$ cat config.mk
export PLATFORM = sky130hd
export DESIGN_NAME = piso_serializer_flat
export DESIGN_NICKNAME = d
export VERILOG_FILES = /design/src/rtl/piso_if.sv /design/src/rtl/piso_serializer.sv /design/src/flat_wrapper.sv
export SDC_FILE = /design/constraint.sdc
export NUM_CORES = 1
export LEC_CHECK = 0
export ABC_AREA = 1
export CELL_PAD_IN_SITES_DETAIL_PLACEMENT = 0
export CELL_PAD_IN_SITES_GLOBAL_PLACEMENT = 1
export CORE_AREA = 10 10 75 71
export DETAILED_ROUTE_END_ITERATION = 8
export DIE_AREA = 0 0 85 81
export GPL_TIMING_DRIVEN = 0
export PLACE_DENSITY_LB_ADDON = 0.05
export SETUP_SLACK_MARGIN = 0.3
export SYNTH_ARGS = -nofsm -noshare
export SYNTH_HDL_FRONTEND = slang
export SYNTH_SLANG_ARGS = --single-unit
$ cat constraint.sdc
create_clock -name clk -period 1.7 [get_ports clk]
set_clock_uncertainty 0.2 [all_clocks]
set_input_delay 0.34 -clock clk [delete_from_list [all_inputs] [get_ports clk]]
set_output_delay 0.34 -clock clk [all_outputs]
set_load 0.05 [all_outputs]
$ cat src/rtl/piso_if.sv
// Load handshake, shift enable and serial-side status of the PISO serializer.
// master = word producer / bit-rate source, slave = serializer.
interface piso_if #(
  parameter int WIDTH = 8
);
  logic [WIDTH-1:0] load_data;
  logic             load_valid;
  logic             load_ready;
  logic             shift_en;
  logic             q;
  logic             q_valid;
  logic             busy;
  logic             frame_done;

  modport master (
    output load_data,
    output load_valid,
    output shift_en,
    input  load_ready,
    input  q,
    input  q_valid,
    input  busy,
    input  frame_done
  );

  modport slave (
    input  load_data,
    input  load_valid,
    input  shift_en,
    output load_ready,
    output q,
    output q_valid,
    output busy,
    output frame_done
  );
endinterface

$ cat src/rtl/piso_serializer.sv
// Parallel-in/serial-out shifter: WIDTH-bit words in over valid/ready, one bit per
// shift_en on a registered q, optional trailing parity bit, gap-free back-to-back frames.
module piso_serializer #(
  parameter int WIDTH      = 8,
  parameter int LSB_FIRST  = 0,
  parameter int PARITY_EN  = 0,
  parameter int ODD_PARITY = 0,
  parameter int IDLE_LEVEL = 1
) (
  input  logic    clk,
  input  logic    rst_n,
  piso_if.slave   bus
);

  localparam int             CW       = (WIDTH > 1) ? $clog2(WIDTH) : 1;
  localparam logic [CW-1:0]  CNT_LAST = CW'(WIDTH - 1);
  localparam logic [CW-1:0]  CNT_ONE  = CW'(1);
  localparam logic [CW-1:0]  CNT_ZERO = CW'(0);
  localparam logic           IDLE_BIT = (IDLE_LEVEL != 0);

  typedef enum logic [1:0] {
    ST_IDLE   = 2'd0,
    ST_SHIFT  = 2'd1,
    ST_PARITY = 2'd2
  } state_t;

  state_t           state_q,   state_d;
  logic [CW-1:0]    cnt_q,     cnt_d;
  logic [WIDTH-1:0] shreg_q,   shreg_d;
  logic             par_q,     par_d;
  logic             q_q,       q_d;
  logic             q_valid_q, q_valid_d;
  logic             done_q,    done_d;
  logic             ready_s;
  logic             accept_s;

  function automatic logic parity_of(input logic [WIDTH-1:0] w);
    return (ODD_PARITY != 0) ? ~(^w) : (^w);
  endfunction

  function automatic logic first_bit(input logic [WIDTH-1:0] w);
    return (LSB_FIRST != 0) ? w[0] : w[WIDTH-1];
  endfunction

  // Drop the bit just consumed so the next one sits in the "first" position.
  function automatic logic [WIDTH-1:0] advance(input logic [WIDTH-1:0] w);
    return (LSB_FIRST != 0) ? {1'b0, w[WIDTH-1:1]} : {w[WIDTH-2:0], 1'b0};
  endfunction

  // Load acceptance: idle, or the edge that consumes the final bit of a frame.
  always_comb begin
    ready_s = 1'b0;
    case (state_q)
      ST_IDLE:   ready_s = 1'b1;
      ST_SHIFT:  ready_s = (cnt_q == CNT_LAST) && bus.shift_en && (PARITY_EN == 0);
      ST_PARITY: ready_s = bus.shift_en;
      default:   ready_s = 1'b0;
    endcase
  end

  assign accept_s = bus.load_valid & ready_s;

  // Next-state and output-register computation; an accepted word overrides the end-of-frame path.
  always_comb begin
    state_d   = state_q;
    cnt_d     = cnt_q;
    shreg_d   = shreg_q;
    par_d     = par_q;
    q_d       = q_q;
    q_valid_d = q_valid_q;
    done_d    = 1'b0;
    case (state_q)
      ST_IDLE: begin
        state_d = ST_IDLE;
      end
      ST_SHIFT: begin
        if (bus.shift_en) begin
          if (cnt_q == CNT_LAST) begin
            if (PARITY_EN != 0) begin
              state_d = ST_PARITY;
              q_d     = par_q;
            end else begin
              done_d    = 1'b1;
              state_d   = ST_IDLE;
              cnt_d     = CNT_ZERO;
              q_d       = IDLE_BIT;
              q_valid_d = 1'b0;
            end
          end else begin
            cnt_d   = cnt_q + CNT_ONE;
            shreg_d = advance(shreg_q);
            q_d     = first_bit(advance(shreg_q));
          end
        end else begin
          state_d = ST_SHIFT;
        end
      end
      ST_PARITY: begin
        if (bus.shift_en) begin
          done_d    = 1'b1;
          state_d   = ST_IDLE;
          cnt_d     = CNT_ZERO;
          q_d       = IDLE_BIT;
          q_valid_d = 1'b0;
        end else begin
          state_d = ST_PARITY;
        end
      end
      default: begin
        state_d   = ST_IDLE;
        cnt_d     = CNT_ZERO;
        q_d       = IDLE_BIT;
        q_valid_d = 1'b0;
      end
    endcase

    if (accept_s) begin
      state_d   = ST_SHIFT;
      cnt_d     = CNT_ZERO;
      shreg_d   = bus.load_data;
      par_d     = parity_of(bus.load_data);
      q_d       = first_bit(bus.load_data);
      q_valid_d = 1'b1;
    end else begin
      par_d = par_d;
    end
  end

  // State, datapath and output registers.
  always_ff @(posedge clk or negedge rst_n) begin
    if (!rst_n) begin
      state_q   <= ST_IDLE;
      cnt_q     <= CNT_ZERO;
      shreg_q   <= '0;
      par_q     <= 1'b0;
      q_q       <= IDLE_BIT;
      q_valid_q <= 1'b0;
      done_q    <= 1'b0;
    end else begin
      state_q   <= state_d;
      cnt_q     <= cnt_d;
      shreg_q   <= shreg_d;
      par_q     <= par_d;
      q_q       <= q_d;
      q_valid_q <= q_valid_d;
      done_q    <= done_d;
    end
  end

  assign bus.load_ready = ready_s;
  assign bus.q          = q_q;
  assign bus.q_valid    = q_valid_q;
  assign bus.busy       = (state_q != ST_IDLE);
  assign bus.frame_done = done_q;

endmodule

$ cat src/flat_wrapper.sv
// flat-port wrapper written by rule: the top's interface ports become plain ports
module piso_serializer_flat 
#(
  parameter int WIDTH      = 8,
  parameter int LSB_FIRST  = 0,
  parameter int PARITY_EN  = 0,
  parameter int ODD_PARITY = 0,
  parameter int IDLE_LEVEL = 1
)
  (clk, rst_n, bus_load_data, bus_load_valid, bus_shift_en, bus_load_ready, bus_q, bus_q_valid, bus_busy, bus_frame_done);
  piso_if #(.WIDTH(WIDTH)) bus_i ();
  input  logic clk;
  input  logic rst_n;
  input wire logic [$bits(bus_i.load_data)-1:0] bus_load_data;
  input wire logic [$bits(bus_i.load_valid)-1:0] bus_load_valid;
  input wire logic [$bits(bus_i.shift_en)-1:0] bus_shift_en;
  output wire logic [$bits(bus_i.load_ready)-1:0] bus_load_ready;
  output wire logic [$bits(bus_i.q)-1:0] bus_q;
  output wire logic [$bits(bus_i.q_valid)-1:0] bus_q_valid;
  output wire logic [$bits(bus_i.busy)-1:0] bus_busy;
  output wire logic [$bits(bus_i.frame_done)-1:0] bus_frame_done;
  assign bus_i.load_data = bus_load_data;
  assign bus_i.load_valid = bus_load_valid;
  assign bus_i.shift_en = bus_shift_en;
  assign bus_load_ready = bus_i.load_ready;
  assign bus_q = bus_i.q;
  assign bus_q_valid = bus_i.q_valid;
  assign bus_busy = bus_i.busy;
  assign bus_frame_done = bus_i.frame_done;
  piso_serializer #(.WIDTH(WIDTH), .LSB_FIRST(LSB_FIRST), .PARITY_EN(PARITY_EN), .ODD_PARITY(ODD_PARITY), .IDLE_LEVEL(IDLE_LEVEL)) u_core (.clk(clk), .rst_n(rst_n), .bus(bus_i));
endmodule
==> metrics.txt <==
antenna violations before repair=0; maximum ir drop on the vdd rail=331 uV; drt first pass iters=4; #FFs+latches synth=15; proportion of layout cells with a drive suffix above 1=43.1%; total nets after synthesis=123; total negative slack=-2.80 ns; number of ports placed on the die boundary=17; total via count after detailed routing=790; via count of the first global-routing pass=827; Period Utilization, post-route=119%; final non-filler cell area=1440 um^2; fill cell count=around 400; Critical Path, Cell by Cell=ha_2 -> ha_4 -> nand3_4 -> nand3_4 -> nand2_2 -> clkinvlp_4 -> buf_8; most common cell after layout, fill and taps aside=sky130_fd_sc_hd__nand2_1; average size of a mapped cell=8.07 um^2; most frequent CP cell=sky130_fd_sc_hd__nand3_4; count of buffering cells on the critical path with inverters included=2; top cell family by delay on the critical path=flip-flops; IO Port Bufs=16; Max H-tree Level=1; clk sink count=15; number of warning messages in the yosys log=0; die span in y=approximately 81 um; type of the worst setup path=register to primary output; number of clock buffers inserted by TritonCTS=3; weighted congestion at the end of routability-driven global placement=0.649; Antenna Cells=0; aggregate global-route resource usage=7.52%; nature of the critical path startpoint=register; initial cell density of the core=21.8%; DRT iter0 DRCs=39; critical path required time=roughly 1.2 ns; least setup slack across all paths after layout=-0.330 ns; area of combinational cells with multiple inputs=554 um^2; Tot Pwr=1770 uW; endpoint arrival time on the critical path=1.49 ns; endpoint class of the critical path=primary output; worst-case headroom to the max-slew limit=between 50% and 60%; worst slew pin tran=0.744 ns; total length of routed wires=between 2000 and 2500 um; NumNets Final=roughly 160; Layout Area Growth over Synthesis=70.0%; area inside the core boundary=3880 um^2; maximum buffer depth of the clock tree=2; pre-CTS WS=-1.06 ns; CP peak stage delay=0.40 ns; post-route ant nets=0; violated checks=hold timing, setup timing; register clock-pin slew on the reported worst setup and hold paths=~0.060 ns; area of the mapped netlist=around 850 um^2; cell with the largest stage delay on the worst path=sky130_fd_sc_hd__dfrtp_1; Die W=85 um; type of the worst min-delay path=input pin to asynchronous set/reset pin; time the worst path needs with I/O delays and setup=2.03 ns; Hold Fails Final Rpt=14; number of buffers inserted for hold repair after clock tree synthesis=0; ratio of total power to cell area=roughly 1200 nW/um^2; sequential fraction of the synthesis area=between 40% and 50%; largest net degree at the start of global routing=16; global-route wire length before repair=approximately 4000 um; clock tree from TritonCTS=built; count of mapped cells out of synthesis=105; routed length per instance=13.4 um; result of the run=finished, violations left; WHS=-0.0569 ns; highest-count cells in the layout ignoring fill and taps=sky130_fd_sc_hd__nand2_1 (26), sky130_fd_sc_hd__nand3_1 (12), sky130_fd_sc_hd__nand3_2 (12), sky130_fd_sc_hd__dfrtp_1 (12), sky130_fd_sc_hd__buf_4 (10); sum of overflow across all layers after global routing=0; Clk Tree Root Cell=sky130_fd_sc_hd__clkbuf_8; Max Fanout on Critical Path=3; reported max-cap violation count=0; Placed Area=1150 um^2; unrepaired setup endpoints after global routing=true; Final HPWL DP=between 1500 and 2000 um; number of rows created at floorplan=22; # setup viols final=16; cell leakage power=0.000659 uW; clock latency on the worst-skew pair=0.25 ns; Die ar.=6890 um^2; ratio of routed vias to standard cells=between 4 and 5; DRC Markers=0; Slew Limit Fails=0; area taken by flip-flops and latches=379 um^2; upper clock frequency limit=0.493 GHz; number of distinct library cell variants in the gate-level netlist after synthesis=14
[through the flow]
stage | utilization, % | std cells
floorplan | - | 105
global placement | 29.6 | 169
detailed placement | 29.6 | 169
CTS | 36.1 | 183
global route | 37.1 | 185
finish | 37.1 | 185
[power by group]
group / switching [uW] / internal (uW) / total [uW]
Sequential: 93.6 / 478 / 572
Combinational: 502 / 400 / 903
Clock: 130 / 166 / 296
[timing repair]
| item | in CTS | in global routing |
|---|---|---|
| pin swaps | 4 | 2 |
| setup buffers | 9 | 2 |
| gates cloned | 1 | 0 |
| gates resized for setup | 63 | 8 |
| setup endpoints to repair | 20 | 20 |
[synthesized netlist by cell type]
library cell / n / area share [%]
sky130_fd_sc_hd__inv_1: 14 / 6.2
sky130_fd_sc_hd__nand3_4: 1 / 2.1
sky130_fd_sc_hd__nand3_1: 25 / 15
sky130_fd_sc_hd__buf_6: 2 / 2.7
sky130_fd_sc_hd__o21ai_0: 1 / 0.59
sky130_fd_sc_hd__a21boi_0: 1 / 0.89
sky130_fd_sc_hd__nand2_1: 31 / 14
sky130_fd_sc_hd__dfrtp_1: 14 / 41
sky130_fd_sc_hd__dfstp_2: 1 / 3.1
sky130_fd_sc_hd__nand4_1: 3 / 2.2
sky130_fd_sc_hd__nor2_1: 4 / 1.8
sky130_fd_sc_hd__nand3_2: 1 / 1.2
sky130_fd_sc_hd__nor3_1: 1 / 0.59
sky130_fd_sc_hd__ha_1: 6 / 8.9
[per-layer routing]
layer / vias up / global-route usage [%] / share of wire [%]
met5: - / 0 / 0
met4: 0 / 2.96 / 1.0
met3: 2 / 2.80 / 4.1
met2: 9 / 11.8 / 47
met1: 373 / 9.13 / 48
li1: 406 / - / -
[flip-flops by register name (all words and copies together) (netlist names)]
| register | count |
|---|---|
| u_core.bus.q_valid | 1 |
| u_core.bus.frame_done | 1 |
| u_core.state_q | 2 |
| u_core.cnt_q | 3 |
| u_core.shreg_q | 7 |
| u_core.bus.q | 1 |
[area by class of cell]
class	instances	area share, %
Multi-Input combinational cell	74	38.5
Sequential cell	15	26.3
Timing Repair Buffer	28	20.9
Inverter	14	5.13
Tap cell	48	4.17
Clock buffer	4	3.13
Buffer	2	1.82
[path summary, 6_finish.rpt]
path | endpoint | slack [ns] | start | cells after the start
setup / recovery | bus_load_ready | -0.33 | u_core.cnt_q[0] | 7
hold / removal | u_core.bus.frame_done | -0.06 | rst_n | 1
setup reg to reg | u_core.shreg_q[6] | -0.22 | u_core.cnt_q[0] | 9
hold reg to reg | u_core.bus.q | 0.28 | u_core.bus.q | 2
max in group asynchronous | u_core.state_q[0] | 0.85 | rst_n | 1
min in group clk | u_core.bus.q | 0.28 | u_core.bus.q | 2
[cell families (layout without fill, tap and decap cells)]
kind of cell | Yosys count | count (layout) | share of synthesized area (%)
and+or+nand+nor | 66 | 66 | 36.3
buffers and inverters | 16 | 48 | 8.86
DFF | 15 | 15 | 44.5
adders and majority gates | 6 | 6 | 8.86
AOI/OAI and AO/OA | 2 | 2 | 1.48
Note: power is estimated with default switching activity, not from simulation.
